$ cat config.mk
export PLATFORM = sky130hd
export DESIGN_NAME = if_stage_flat
export DESIGN_NICKNAME = d
export VERILOG_FILES = /design/src/rtl/if_stage_if.sv /design/src/rtl/if_stage.sv /design/src/flat_wrapper.sv
export SDC_FILE = /design/constraint.sdc
export NUM_CORES = 1
export LEC_CHECK = 0
export CAP_MARGIN = 25
export CORE_MARGIN = 1.5
export CORE_UTILIZATION = 53
export DETAILED_ROUTE_END_ITERATION = 7
export PLACE_DENSITY = 0.9
export SYNTH_ARGS = -nofsm -noshare
export SYNTH_HDL_FRONTEND = slang
export SYNTH_SLANG_ARGS = --single-unit
$ cat constraint.sdc
create_clock -name clk -period 6.99 [get_ports clk]
set_clock_uncertainty 0.1 [all_clocks]
set_input_delay 0.699 -clock clk [delete_from_list [all_inputs] [get_ports clk]]
set_output_delay 0.699 -clock clk [all_outputs]
set_load 0.01 [all_outputs]
$ cat src/rtl/if_stage_if.sv
// Fetch-stage bundle: instruction-memory request/response, execute redirect and decode handshake.
// The master side is the fetch stage; the slave side is the surrounding pipeline and memory.
interface if_stage_if;
  logic        imem_req;
  logic [63:0] imem_addr;
  logic        imem_gnt;
  logic        imem_rvalid;
  logic [31:0] imem_rdata;
  logic        redirect;
  logic [63:0] redirect_pc;
  logic        id_valid;
  logic        id_ready;
  logic [31:0] id_instr;
  logic [63:0] id_pc;

  modport master (
    output imem_req, imem_addr, id_valid, id_instr, id_pc,
    input  imem_gnt, imem_rvalid, imem_rdata, redirect, redirect_pc, id_ready
  );

  modport slave (
    input  imem_req, imem_addr, id_valid, id_instr, id_pc,
    output imem_gnt, imem_rvalid, imem_rdata, redirect, redirect_pc, id_ready
  );
endinterface

$ cat src/rtl/if_stage.sv
// Instruction fetch stage: credit-limited fetch into a small in-order buffer, with redirect squashing.
// Optional stall counter enabled by defining IF_PERF_CNT_EN.
module if_stage #(
  parameter logic [63:0] RESET_PC  = 64'h0,
  parameter int          BUF_DEPTH = 2
) (
  input  logic              clk,
  input  logic              rst,
  if_stage_if.master        fetch_if
`ifdef IF_PERF_CNT_EN
  ,
  output logic [31:0]       perf_stall_cnt
`endif
);

  localparam int AW = (BUF_DEPTH > 1) ? $clog2(BUF_DEPTH) : 1;
  localparam int CW = $clog2(BUF_DEPTH) + 1;
  localparam logic [CW:0] DEPTH_W = (CW + 1)'(BUF_DEPTH);

  logic [63:0]   pc_q, pc_d;
  logic [63:0]   resp_pc_q, resp_pc_d;
  logic [CW-1:0] count_q, count_d;
  logic [CW-1:0] outst_q, outst_d;
  logic [CW-1:0] drop_q, drop_d;
  logic [AW-1:0] head_q, head_d;
  logic [AW-1:0] tail_q, tail_d;

  logic [31:0]   instr_mem [BUF_DEPTH];
  logic [63:0]   pcbuf_mem [BUF_DEPTH];

  logic [CW:0]   occ;
  logic [63:0]   redir_target;
  logic          req;
  logic          grant;
  logic          rsp;
  logic          push;
  logic          drop;
  logic          valid;
  logic          pop;

  // Buffered plus in-flight words form the credit pool; same-cycle pops are deliberately not credited.
  assign occ          = {1'b0, count_q} + {1'b0, outst_q};
  assign redir_target = fetch_if.redirect_pc & ~64'h3;
  assign req          = !rst && !fetch_if.redirect && (occ < DEPTH_W);
  assign grant        = req && fetch_if.imem_gnt;
  assign rsp          = !rst && fetch_if.imem_rvalid && (outst_q != '0);
  assign push         = rsp && (drop_q == '0);
  assign drop         = rsp && (drop_q != '0);
  assign valid        = !rst && (count_q != '0);
  assign pop          = valid && fetch_if.id_ready;

  assign fetch_if.imem_req  = req;
  assign fetch_if.imem_addr = pc_q;
  assign fetch_if.id_valid  = valid;
  assign fetch_if.id_instr  = instr_mem[head_q];
  assign fetch_if.id_pc     = pcbuf_mem[head_q];

  always_comb begin
    pc_d      = pc_q;
    resp_pc_d = resp_pc_q;
    count_d   = count_q;
    outst_d   = outst_q;
    drop_d    = drop_q;
    head_d    = head_q;
    tail_d    = tail_q;

    if (grant) begin
      pc_d = pc_q + 64'd4;
    end

    case ({grant, rsp})
      2'b10:   outst_d = outst_q + 1'b1;
      2'b01:   outst_d = outst_q - 1'b1;
      default: outst_d = outst_q;
    endcase

    if (push) begin
      resp_pc_d = resp_pc_q + 64'd4;
      tail_d    = tail_q + 1'b1;
    end
    if (drop) begin
      drop_d = drop_q - 1'b1;
    end
    if (pop) begin
      head_d = head_q + 1'b1;
    end

    case ({push, pop})
      2'b10:   count_d = count_q + 1'b1;
      2'b01:   count_d = count_q - 1'b1;
      default: count_d = count_q;
    endcase

    // Everything still in flight after this cycle belongs to the old stream and must be discarded.
    if (fetch_if.redirect) begin
      pc_d      = redir_target;
      resp_pc_d = redir_target;
      count_d   = '0;
      head_d    = '0;
      tail_d    = '0;
      drop_d    = outst_d;
    end
  end

  always_ff @(posedge clk) begin
    if (rst) begin
      pc_q      <= RESET_PC;
      resp_pc_q <= RESET_PC;
      count_q   <= '0;
      outst_q   <= '0;
      drop_q    <= '0;
      head_q    <= '0;
      tail_q    <= '0;
    end else begin
      pc_q      <= pc_d;
      resp_pc_q <= resp_pc_d;
      count_q   <= count_d;
      outst_q   <= outst_d;
      drop_q    <= drop_d;
      head_q    <= head_d;
      tail_q    <= tail_d;
    end
  end

  // Payload storage carries no reset; validity is tracked by count_q alone.
  always_ff @(posedge clk) begin
    if (push) begin
      instr_mem[tail_q] <= fetch_if.imem_rdata;
      pcbuf_mem[tail_q] <= resp_pc_q;
    end
  end

`ifdef IF_PERF_CNT_EN
  logic [31:0] stall_q;

  always_ff @(posedge clk) begin
    if (rst) begin
      stall_q <= '0;
    end else if (!valid && (stall_q != 32'hFFFF_FFFF)) begin
      stall_q <= stall_q + 32'd1;
    end
  end

  assign perf_stall_cnt = stall_q;
`endif

  a_credit_bound: assert property (@(posedge clk) disable iff (rst) occ <= DEPTH_W);
  a_drop_bound:   assert property (@(posedge clk) disable iff (rst) drop_q <= outst_q);

endmodule

$ cat src/flat_wrapper.sv
// flat-port wrapper written by rule: the top's interface ports become plain ports
module if_stage_flat 
#(
  parameter logic [63:0] RESET_PC  = 64'h0,
  parameter int          BUF_DEPTH = 2
)
  (clk, rst, fetch_if_imem_req, fetch_if_imem_addr, fetch_if_id_valid, fetch_if_id_instr, fetch_if_id_pc, fetch_if_imem_gnt, fetch_if_imem_rvalid, fetch_if_imem_rdata, fetch_if_redirect, fetch_if_redirect_pc, fetch_if_id_ready);
  if_stage_if fetch_if_i ();
  input  logic clk;
  input  logic rst;
  output wire logic [$bits(fetch_if_i.imem_req)-1:0] fetch_if_imem_req;
  output wire logic [$bits(fetch_if_i.imem_addr)-1:0] fetch_if_imem_addr;
  output wire logic [$bits(fetch_if_i.id_valid)-1:0] fetch_if_id_valid;
  output wire logic [$bits(fetch_if_i.id_instr)-1:0] fetch_if_id_instr;
  output wire logic [$bits(fetch_if_i.id_pc)-1:0] fetch_if_id_pc;
  input wire logic [$bits(fetch_if_i.imem_gnt)-1:0] fetch_if_imem_gnt;
  input wire logic [$bits(fetch_if_i.imem_rvalid)-1:0] fetch_if_imem_rvalid;
  input wire logic [$bits(fetch_if_i.imem_rdata)-1:0] fetch_if_imem_rdata;
  input wire logic [$bits(fetch_if_i.redirect)-1:0] fetch_if_redirect;
  input wire logic [$bits(fetch_if_i.redirect_pc)-1:0] fetch_if_redirect_pc;
  input wire logic [$bits(fetch_if_i.id_ready)-1:0] fetch_if_id_ready;
  assign fetch_if_imem_req = fetch_if_i.imem_req;
  assign fetch_if_imem_addr = fetch_if_i.imem_addr;
  assign fetch_if_id_valid = fetch_if_i.id_valid;
  assign fetch_if_id_instr = fetch_if_i.id_instr;
  assign fetch_if_id_pc = fetch_if_i.id_pc;
  assign fetch_if_i.imem_gnt = fetch_if_imem_gnt;
  assign fetch_if_i.imem_rvalid = fetch_if_imem_rvalid;
  assign fetch_if_i.imem_rdata = fetch_if_imem_rdata;
  assign fetch_if_i.redirect = fetch_if_redirect;
  assign fetch_if_i.redirect_pc = fetch_if_redirect_pc;
  assign fetch_if_i.id_ready = fetch_if_id_ready;
  if_stage #(.RESET_PC(RESET_PC), .BUF_DEPTH(BUF_DEPTH)) u_core (.clk(clk), .rst(rst), .fetch_if(fetch_if_i));
endmodule
==> results of run 1 <==
-- report_power, final --
group,total (mW),switching (mW),leakage [nW],internal [mW]
combinational,0.333,0.158,2.73,0.175
sequential,2.15,0.0871,2.83,2.06
clock,1.79,0.734,0.543,1.06
-- routing by layer --
metal | wire length, um | global-route usage (%)
met5 | 0 | 0
met4 | 995 | 8.85
met3 | 2900 | 4.21
met2 | 16900 | 41.7
met1 | 16800 | 38.1
-- through the flow --
stage / setup slack [ns] / cell area, sq um / power, mW
finish: 3.20 / 18300 / 4.28
global route: 3.05 / 18300 / 4.40
floorplan: 0.858 / 14400 / 2.32
global placement: 2.86 / 17200 / 2.50
CTS: 3.26 / 18300 / 4.29
detailed placement: 2.81 / 17200 / 2.51
-- layout make-up --
cell class	instances	area share [%]
clock buffers	46	5.11
clock inverters	15	0.950
inverters	56	1.15
multi-input cells	796	30.7
flip-flops and latches	321	45.4
well taps	341	2.33
repair buffers	265	14.3
-- worst min path at each step --
stage / startpoint / to / slack, ns / cells past startpoint
global route: u_core.resp_pc_q[63]$_SDFFE_PP0P_ / u_core.pcbuf_mem[0][63]$_DFFE_PP_ / 0.40 / 0
global placement: u_core.resp_pc_q[63]$_SDFFE_PP0P_ / u_core.pcbuf_mem[0][63]$_DFFE_PP_ / 0.36 / 0
floorplan: u_core.resp_pc_q[63]$_SDFFE_PP0P_ / u_core.pcbuf_mem[0][63]$_DFFE_PP_ / 0.35 / 0
detailed placement: u_core.resp_pc_q[63]$_SDFFE_PP0P_ / u_core.pcbuf_mem[0][63]$_DFFE_PP_ / 0.37 / 0
CTS: u_core.resp_pc_q[63]$_SDFFE_PP0P_ / u_core.pcbuf_mem[0][63]$_DFFE_PP_ / 0.38 / 0
finish: u_core.resp_pc_q[63]$_SDFFE_PP0P_ / u_core.pcbuf_mem[0][63]$_DFFE_PP_ / 0.38 / 0
-- state kept, by name, indices dropped and copies added (netlist names), named ones only --
signal                     count
u_core.drop_q                  2
u_core.instr_mem              64
u_core.fetch_if.imem_addr     62
u_core.head_q                  1
u_core.outst_q                 2
u_core.tail_q                  1
u_core.pcbuf_mem             124
u_core.count_q                 2
u_core.resp_pc_q              62
-- critical path, stage by stage (launching register included) --
cell and delay [ns]:
sky130_fd_sc_hd__dfxtp_1 0.41, sky130_fd_sc_hd__and2_1 0.17, sky130_fd_sc_hd__fa_1 0.47, sky130_fd_sc_hd__or3b_1 0.41, sky130_fd_sc_hd__buf_4 0.21, sky130_fd_sc_hd__nor2_4 0.44, sky130_fd_sc_hd__inv_2 0.33, sky130_fd_sc_hd__ha_1 0.41
sky130_fd_sc_hd__or3_1 0.38, sky130_fd_sc_hd__a21oi_1 0.18, sky130_fd_sc_hd__nor2_1 0.06, sky130_fd_sc_hd__a21oi_1 0.12
-- kinds of logic (layout without fill, tap and decap cells) --
| logic type | Yosys count | in the layout |
|---|---|---|
| AOI/OAI and AO/OA | 190 | 190 |
| xor gates and xnor gates | 113 | 113 |
| other | 1 | 4 |
| buffers and inverters | 109 | 382 |
| adders and majority gates | 6 | 6 |
| muxes | 99 | 99 |
| DFF | 321 | 321 |
| and+or+nand+nor | 384 | 384 |
-- placed cells by master, fill, tap and decap left out, types with 6 or more instances in the layout --
cell	synthesis	final
sky130_fd_sc_hd__nand4_1	55	55
sky130_fd_sc_hd__a21boi_0	40	40
sky130_fd_sc_hd__clkinv_2	0	7
sky130_fd_sc_hd__nand2_1	75	75
sky130_fd_sc_hd__a31oi_1	9	9
sky130_fd_sc_hd__mux2_2	95	95
sky130_fd_sc_hd__dfxtp_1	133	132
sky130_fd_sc_hd__a21boi_1	34	34
sky130_fd_sc_hd__inv_1	55	54
sky130_fd_sc_hd__buf_4	6	8
sky130_fd_sc_hd__clkbuf_16	0	34
sky130_fd_sc_hd__clkbuf_1	35	8
sky130_fd_sc_hd__nand3_1	41	41
sky130_fd_sc_hd__edfxtp_1	188	188
sky130_fd_sc_hd__nand4_2	6	6
sky130_fd_sc_hd__xnor2_1	79	79
sky130_fd_sc_hd__a21oi_1	60	60
sky130_fd_sc_hd__o21ai_0	13	13
sky130_fd_sc_hd__a211oi_1	8	8
sky130_fd_sc_hd__nor4_1	11	11
sky130_fd_sc_hd__nor3_1	43	43
sky130_fd_sc_hd__nor2_1	77	76
sky130_fd_sc_hd__and4_1	9	9
sky130_fd_sc_hd__and2_1	11	10
sky130_fd_sc_hd__and3_1	11	11
sky130_fd_sc_hd__nor4_2	7	7
sky130_fd_sc_hd__or3_1	7	7
sky130_fd_sc_hd__nor3_2	8	8
sky130_fd_sc_hd__xor2_1	34	34
sky130_fd_sc_hd__clkdlybuf4s50_1	0	255
==> metrics list, run 1 <==
- The number of hold buffers added after CTS was 0.
- Number of non-filler instances in the completed layout: about 1800
- Clk Latency, worst-skew pair: 0.52 ns
- Using the TritonRoute via totals, the vias-per-cell ratio works out to 5.78.
* Final count of negative-setup-slack endpoints: 0
- Status: finished clean
- Final net count: 1582
- Vert. Die Dim: 168 um
- The worst path in the final design needs a cycle of 3.79 ns, including I/O delays and setup.
- Summing the areas of all xor and xnor instances in the mapped netlist gives 6.89% of the synthesized area.
* Number of enable-type register cells in the synthesized netlist: roughly 190
- The initialized floorplan defines 60 standard-cell rows.
* Via count of the first global-routing pass: 10500
- The floorplan step defined a die boundary enclosing approximately 0.028 sq mm.
- A synthesized cell averages ~12 sq um.
- Based on the critical path, the design can be clocked at up to 0.264 GHz.
- The synthesized netlist devotes ~8.7% of its cell area to compound gates.
* Num Clock Sinks: 321
* Final hold slack: 0.383 ns
* Area occupied by registers: 0.00831 sq mm
- Sequential elements use 57.9% of the synthesized area.
- For this run, the share of the core covered by cells in the final layout is 68.3%.
* Async SR Flop Fraction: 0%
* CTS resizes: 0
* Min-delay worst type: reg2reg
- Cell count after synthesis: 1223
- The routed layout has around 11000 vias.
- Initial detailed-routing violation count: around 1100
- For the worst flop-to-flop path, the logic depth is 11.
- Filler Cell Count: 1866
- Across the VDD grid, the largest voltage drop is 0.137 mV.
- CTS root buffer: sky130_fd_sc_hd__clkbuf_16
- TritonCTS built the clock tree.
- Post-synthesis mux area share: 7.73%
- Routability cong.: 0.902
* Standard cell core area: 0.0268 sq mm
* Worst setup path endpoint: u_core.drop_q[1]$_SDFFE_PP0P_
- Post-synthesis instance area: 0.0144 sq mm
- Cell taking the most area after synthesis: sky130_fd_sc_hd__edfxtp_1
* RR Startpoint: u_core.outst_q[0]$_SDFF_PP0_
- P per Cell Area: 234 mW/mm^2
* Die width: about 170 um
* Sort of element at the end of the critical path: flop
- In this run the tool buffered the top-level ports with 257 buffer cells.
- Unique masters post-synth: 64
* Initial Utilization: 53.6%
* Final hold violation count: 0
- After detailed placement, the design holds a cell count of 1779.
- The number of clock buffers added by TritonCTS is 34.
- Capture instance of the worst register-to-register path: u_core.drop_q[1]$_SDFFE_PP0P_
- In the synthesized netlist, the cells that appear most often are 188 x sky130_fd_sc_hd__edfxtp_1, 133 x sky130_fd_sc_hd__dfxtp_1, 95 x sky130_fd_sc_hd__mux2_2, 79 x sky130_fd_sc_hd__xnor2_1, 77 x sky130_fd_sc_hd__nor2_1.
- Setup repair after global routing left no endpoint under its margin.
- Ys flop type: sky130_fd_sc_hd__edfxtp_1
- At the pin with the least slew margin, the transition time is roughly 1.0 ns.
* Register-to-register setup slack: 3.20 ns
- Of all nets on the critical path, the largest fanout is 24.
* Path type of the worst setup path: reg2reg
- The multi-input combinational cells in the finished layout cover a total of 0.00562 sq mm.
- Post-route fraction of the period consumed by the critical path: 54.2%
- Compared with the post-synthesis result, the final layout area differs by 27.5%.
- Leakage component of the power: roughly 6 nW
* Count of synthesis-stage warnings from yosys: 0
* Maximum level of the CTS H-tree: 2
- GRT overflow: 0
- Number of DRC violations after detailed routing: 0
- The final number of max-transition violations is 0.
- During I/O placement, the number of pins put on the boundary was 264.
- HPWL after detailed placement: between 20 and 30 mm
- Overall Global Routing Usage: 26.7%
- Tracing the worst setup path back leads to its startpoint at u_core.outst_q[0]$_SDFF_PP0_.
- Number of iterations in the first detailed-routing pass: 5
- Top area cells in the synthesized netlist: sky130_fd_sc_hd__edfxtp_1 39%, sky130_fd_sc_hd__dfxtp_1 19%, sky130_fd_sc_hd__mux2_2 7.5%
- Cells with a size suffix above 1 make up a little over an eighth of the layout.
- Number of synthesized register bits: roughly 320
- After detailed routing, the average wire length per cell comes to about 20 um.
- Area share of the largest cell type after synthesis: around two fifths
- Entering global routing, the biggest net connects 97 pins.
- Adding up every negative setup slack in the final design gives 0 ns.
* Post-synthesis simple-gate area fraction: 15.1%
- Worst path required time: 7.33 ns
- Dominant combinational cell family by area after synthesis: simple AND/OR/NAND/NOR gates
* Antenna violations before repair: 0
- Antenna violation net count after detailed routing: 0
- Measured against its own limit, the worst slew margin works out to 30.9%.
- Clock transition time at the flip-flop clock pins of the worst setup and hold paths: 0.06 ns
- After clock tree synthesis, the setup repair step added 0 buffers.
- The worst setup path is launched from a flop.
- In the post-synthesis netlist, the cell with the most instances is sky130_fd_sc_hd__edfxtp_1.
* Clock buffer depth: 3
- First-pass GRT wire length: 58.6 mm
- Data on the critical path arrives at its endpoint at 4.13 ns.
* Fraction of the mapped netlist area in adder cells: 0.575%
- Routed WL: 37.5 mm
- Diodes inserted: 0
- Number of max-capacitance violations reported: 0
Power figures use the tool's default switching activity.
==> run 2, diff against run 1 <==
clock period = 3.56 ns   (was 6.99 ns; I/O delays follow)
==> metrics list, run 2 (synthesis results as in run 1) <==
- Number of iterations in the first detailed-routing pass: 5
- Dividing the detail-routed via count by the number of cells gives 5.97.
* TritonCTS clock tree: done
- Routed len/inst: 21.3 um
* Total number of vias: 11000
* Number of primary I/O pins: 264
- Register with the most flip-flops: u_core.pcbuf_mem
- After the first detailed-routing iteration, the DRC count stood at between 1000 and 1500.
- Min-delay worst type: in2reg
- Post-route fraction of the period consumed by the critical path: 88.5%
* Overall Global Routing Usage: 27.1%
- After the flow finishes, the layout carries non-filler instances totaling 1844.
* Clock buffer depth: 3
* Share of post-route cells with drive strength above 1: 13.1%
- Die width: 168 um
* Routability cong.: ~0.93
* Leakage component of the power: 6.09 nW
- Final count of pins violating max slew: 0
- The library cell used most frequently in the layout, excluding fill and tap cells, is sky130_fd_sc_hd__clkdlybuf4s50_1.
* IR Drop Worst-Case VDD: 0.369 mV
- The first global-routing pass estimated 59.9 mm of wire.
- Of all nets on the critical path, the largest fanout is 24.
* Placed Cells: 1787
- Setup repair after global routing left no endpoint under its margin.
- Status: finished clean
- The worst pin sits at a relative slew slack of 42.4%.
* Num Clock Sinks: 321
* Clock transition time at the flip-flop clock pins of the worst setup and hold paths: 0.06 ns
- Compared with the post-synthesis result, the final layout area differs by 27.2%.
- HPWL after detailed placement: 26.9 mm
- Setup Total Neg Slack: 0 ns
- Number of setup buffers added after CTS: 0
- In the routed design, unresolved DRC markers number 0.
- Final net count: 1587
- Final hold violation count: 0
- Upper clock frequency limit: about 0.32 GHz
* Post-CTS Hold Fix Bufs: 0
- STA puts the critical path data arrival time at between 3 and 4 ns.
- Across the run, the number of max-cap violations was 0.
* Standard cell core area: around 0.027 sq mm
- For this configuration, the core starts out at a cell density of 53.6%.
- Antenna violations before repair: 1
* Type of element launching the critical path: flop
* Largest net degree at the start of global routing: 95
- Post-CTS repair changed the size of 0 cells.
- After global routing the overflow that remains totals 0.
- Count of buffers from port buffering: around 260
* Largest registers: u_core.pcbuf_mem: 124 flops, u_core.instr_mem: 64 flops
- Vert. Die Dim: 168 um
- Worst path required time: approximately 4 ns
* Top library cells by usage in the layout, fill and taps aside: 255 x sky130_fd_sc_hd__clkdlybuf4s50_1, 188 x sky130_fd_sc_hd__edfxtp_1, 132 x sky130_fd_sc_hd__dfxtp_1
- Die Outline Area: 0.0281 sq mm
- Clk Latency, worst-skew pair: 0.55 ns
- Sort of element at the end of the critical path: flop
- Tightest Pin Transition: approximately 0.86 ns
* Maximum level of the CTS H-tree: 1
- Clock buffers created by TritonCTS: 31
- The register with the most flip-flops in the layout has 124 of them.
- For this block, the routed nets add up to between 30 and 40 mm of wire.
- The worst path needs about 3.2 ns of the cycle, external delays included.
* Final count of negative-setup-slack endpoints: 0
- Path type of the worst setup path: reg2reg
- Via count of the first global-routing pass: 10900
* CTS root buffer: sky130_fd_sc_hd__clkbuf_16
- Antenna violation net count after detailed routing: 0
- P per Cell Area: 438 mW/mm^2
- In this run the core area contains 60 standard-cell rows.
run 2: changes by cell type in the layout (fill, tap and decap cells not counted), moves of 2 or more:
cell	delta
sky130_fd_sc_hd__buf_12	+4
sky130_fd_sc_hd__clkbuf_1	-2
sky130_fd_sc_hd__clkbuf_16	-2
sky130_fd_sc_hd__buf_4	+4
sky130_fd_sc_hd__bufinv_16	-2
sky130_fd_sc_hd__clkinv_2	-3
sky130_fd_sc_hd__clkinvlp_4	-2
sky130_fd_sc_hd__clkinv_1	+8
sky130_fd_sc_hd__clkbuf_8	-2
run 2: final timing paths:
kind                                     start                                end  slack [ns]  depth (start not counted)
max             u_core.count_q[0]$_SDFFE_PP0P_      u_core.drop_q[1]$_SDFFE_PP0P_        0.41                         10
min                                        rst   u_core.resp_pc_q[5]$_SDFFE_PP0P_        0.09                          3
max reg2reg     u_core.count_q[0]$_SDFFE_PP0P_      u_core.drop_q[1]$_SDFFE_PP0P_        0.41                         10
min reg2reg  u_core.resp_pc_q[63]$_SDFFE_PP0P_  u_core.pcbuf_mem[0][63]$_DFFE_PP_        0.39                          0
run 2: metrics by stage:
step	hold WS [ns]	cell area, sq um	utilization (%)	total power [mW]	worst slack (ns)
2_1_floorplan	0.347	14400	-	4.56	0.396
3_3_place_gp	0.357	17300	64.6	4.92	0.550
3_5_place_dp	0.377	17300	64.6	4.95	0.449
4_1_cts	0.0826	18300	68.1	8.01	0.409
5_1_grt	0.108	18300	68.1	8.22	0.254
6_report	0.0939	18300	68.1	7.99	0.409
run 2: per-layer routing:
layer	part of all wire, %	vias to the layer above	wire, um	global-route usage [%]
met5	0	-	0	0
met4	3.0	0	1180	9.71
met3	9.5	87	3710	4.56
met2	46	673	18200	43.5
met1	41	5280	16100	37.2
li1	-	4977	-	-
run 2: cell type report:
cell class              count  area, sq um
multi-input cells         796         5620
inverters                  56          210
fillers                  1857         8540
well taps                 341          427
clock buffers              40          851
diodes                      1         2.50
clock inverters            16          104
repair buffers            273         2730
flip-flops and latches    321         8310
run 2: critical path: stages, from the launching register on:
cell and delay (ns):
sky130_fd_sc_hd__dfxtp_1 0.41, sky130_fd_sc_hd__and2_1 0.18, sky130_fd_sc_hd__fa_1 0.47, sky130_fd_sc_hd__or3b_1 0.46, sky130_fd_sc_hd__nor2_4 0.14, sky130_fd_sc_hd__inv_2 0.19, sky130_fd_sc_hd__ha_1 0.38, sky130_fd_sc_hd__or3_1 0.38
sky130_fd_sc_hd__a21oi_1 0.21, sky130_fd_sc_hd__nor2_1 0.06, sky130_fd_sc_hd__a21oi_1 0.10
run 2: report_power, final:
part | internal (mW) | leakage [nW] | switching, mW
Clock | 1.75 | 0.471 | 1.35
Sequential | 4.05 | 2.83 | 0.173
Combinational | 0.349 | 2.79 | 0.323
Total | 6.15 | 6.09 | 1.85
==> run 3, diff against run 2 <==
CORE_MARGIN = 2   (was 1.5)
clock period = 3.19 ns   (was 3.56 ns; I/O delays follow)
==> metrics list, run 3 (synthesis results as in run 1) <==
- Worst setup path endpoint: u_core.fetch_if.imem_addr[56]$_SDFFE_PP0P_
- Path type of the worst setup path: reg2reg
- In this run the deepest clock path goes through 3 buffers.
- TritonCTS built the clock tree.
* Post-CTS Hold Fix Bufs: 0
* Flip-flop count of the largest register after layout: between 100 and 150
- Initial Utilization: between 50 and 60%
- For the worst setup path, the data arrival time is 3.23 ns.
- Antenna violations before repair: 0
- Worst setup path startpoint: u_core.outst_q[0]$_SDFF_PP0_
- Clock transition time at the flip-flop clock pins of the worst setup and hold paths: 0.06 ns
* Unrepaired setup endpoints after global routing: false
* Number of primary I/O pins: 264
- Setup violations remaining at the end of the flow were counted as 0.
- CTS resizes: 0
* Depth of the worst register-to-register path: 9
* Count of buffers from port buffering: 257
- The first detailed-routing pass ran for 5 iterations.
- For this run, the total global-route usage over all layers was measured as 27.2%.
- Via count of the first global-routing pass: 10800
* Share of post-route cells with drive strength above 1: ~14%
- HPWL after detailed placement: 27.3 mm
- Number of setup buffers added after CTS: 0
* Routed len/inst: 21.2 um
- The number of endpoints with negative hold slack in the final report came to 0.
- The clock drives between 300 and 400 sinks.
* P per Cell Area: 514 mW/mm^2
- The startpoint identified for the worst register-to-register timing path is u_core.outst_q[0]$_SDFF_PP0_.
- The final number of max-transition violations is 0.
- Across the VDD grid, the largest voltage drop is about 0.38 mV.
* Antenna violation net count after detailed routing: 0
- First-pass GRT wire length: about 60 mm
* Vert. Die Dim: roughly 170 um
- Std cell rows: 60
* Die Outline Area: ~0.028 sq mm
* Register-to-register setup slack: between 0.2 and 0.25 ns
* Final net count: 1602
- Status: finished clean
- Die width: 169 um
- Vias/cell: about 5.9
- The area growth from synthesis to layout is 29.4%.
* Tightest Pin Transition: between 0.7 and 0.8 ns
- Clock latency on the worst-skew pair, taken at its later pin, is 0.51 ns.
- Final critical path time including I/O delays and setup: between 2 and 3 ns
- STA classifies the critical path startpoint as a flop.
- Leakage component of the power: 6.24 nW
- Total number of vias: 11100
- Slew margin rel.: between 50% and 60%
* Largest registers: u_core.pcbuf_mem: 124 flops, u_core.instr_mem: 64 flops
- The endpoint identified for the worst register-to-register timing path is u_core.fetch_if.imem_addr[56]$_SDFFE_PP0P_.
- The worst setup path is captured at a flop.
- Total power for the finished layout comes to 9.54 mW.
- Top library cells by usage in the layout, fill and taps aside: 255 x sky130_fd_sc_hd__clkdlybuf4s50_1, 188 x sky130_fd_sc_hd__edfxtp_1, 132 x sky130_fd_sc_hd__dfxtp_1
- Buffers inserted during clock tree synthesis total 34.
- Routability cong.: 0.941
- Dividing the final minimum period by the clock period gives 92.9%.
- Standard cell core area: 0.0268 sq mm
* Register with the most flip-flops: u_core.pcbuf_mem
- Counting the fill cells in the layout gives roughly 1800.
- The tool flagged a number of max-cap violations equal to 0.
* Routed WL: 39.6 mm
* GRT overflow: 0
- Based on the critical path, the design can be clocked at up to 0.338 GHz.
- Summed over all failing endpoints, the final setup total negative slack is 0 ns.
* Worst path required time: 3.46 ns
- Number of DRC violations after detailed routing: 0
- The detailed router finished its first iteration with 1077 violations.
* Min-delay worst type: in2reg
- Most frequent standard cell in the layout excluding fill and tap cells: sky130_fd_sc_hd__clkdlybuf4s50_1
* Worst-path maximum fanout: 16
- Largest net degree at the start of global routing: a little over 70
- CTS root buffer: sky130_fd_sc_hd__clkbuf_16
* Maximum level of the CTS H-tree: 2
[run 3: cell types whose count changed in the layout (fill, tap and decap cells not counted), moves of 2 or more]
cell / delta
sky130_fd_sc_hd__clkbuf_16: +3
sky130_fd_sc_hd__clkinv_1: -8
sky130_fd_sc_hd__clkinv_2: -3
sky130_fd_sc_hd__clkbuf_1: +6
sky130_fd_sc_hd__buf_4: +11
sky130_fd_sc_hd__clkbuf_8: +2
sky130_fd_sc_hd__bufinv_16: +3
[run 3: power breakdown]
| part | internal, mW | switching (mW) |
|---|---|---|
| registers | 4.52 | 0.194 |
| clock network | 2.47 | 1.61 |
| logic | 0.394 | 0.357 |
| total | 7.38 | 2.16 |
[run 3: final cells by class]
type / instances / area [sq um] / share of cell area (%)
Clock inverter: 11 / 184 / 0.990
Timing Repair Buffer: 285 / 2840 / 15.3
Antenna cell: 2 / 5.00 / 0.0269
Multi-Input combinational cell: 796 / 5620 / 30.3
Tap cell: 341 / 427 / 2.30
Inverter: 56 / 210 / 1.13
Sequential cell: 321 / 8310 / 44.8
Clock buffer: 51 / 976 / 5.25
[run 3: worst min-delay path by stage]
stage                                 startpoint                                end  slack (ns)  depth (start not counted)
3_3_place_gp   u_core.resp_pc_q[63]$_SDFFE_PP0P_  u_core.pcbuf_mem[0][63]$_DFFE_PP_        0.36                          0
6_report                                     rst     u_core.count_q[1]$_SDFFE_PP0P_        0.25                          3
2_1_floorplan             fetch_if_imem_rdata[0]   u_core.instr_mem[0][0]$_DFFE_PP_        0.32                          0
3_5_place_dp   u_core.resp_pc_q[63]$_SDFFE_PP0P_  u_core.pcbuf_mem[0][63]$_DFFE_PP_        0.38                          0
5_1_grt                                      rst  u_core.resp_pc_q[10]$_SDFFE_PP0P_        0.27                          3
4_1_cts                                      rst  u_core.resp_pc_q[10]$_SDFFE_PP0P_        0.24                          3
[run 3: metrics by stage]
step / instances / setup WS (ns) / area (sq um) / hold WS [ns] / utilization, %
2_1_floorplan: 1226 / 0.0632 / 14400 / 0.318 / -
3_3_place_gp: 1799 / 0.297 / 17400 / 0.362 / 64.9
3_5_place_dp: 1799 / 0.226 / 17400 / 0.376 / 64.9
4_1_cts: 1861 / 0.223 / 18600 / 0.235 / 69.3
5_1_grt: 1861 / 0.0679 / 18600 / 0.266 / 69.3
6_report: 1863 / 0.227 / 18600 / 0.255 / 69.3
[run 3: critical path: stages, from the launching register on]
cell and delay, ns:
sky130_fd_sc_hd__dfxtp_1 0.42, sky130_fd_sc_hd__and2_1 0.17, sky130_fd_sc_hd__fa_1 0.46, sky130_fd_sc_hd__or3b_1 0.46, sky130_fd_sc_hd__nor2_4 0.14, sky130_fd_sc_hd__buf_4 0.25
sky130_fd_sc_hd__nand3_1 0.27, sky130_fd_sc_hd__nor3_1 0.31, sky130_fd_sc_hd__xnor2_1 0.15, sky130_fd_sc_hd__a21boi_0 0.09
[run 3: per-layer routing]
layer	wire [um]	vias up	track usage, %
li1	-	5023	-
met1	16300	5313	36.9
met2	18400	635	43.6
met3	3550	93	5.12
met4	1330	0	10.3
met5	0	-	0
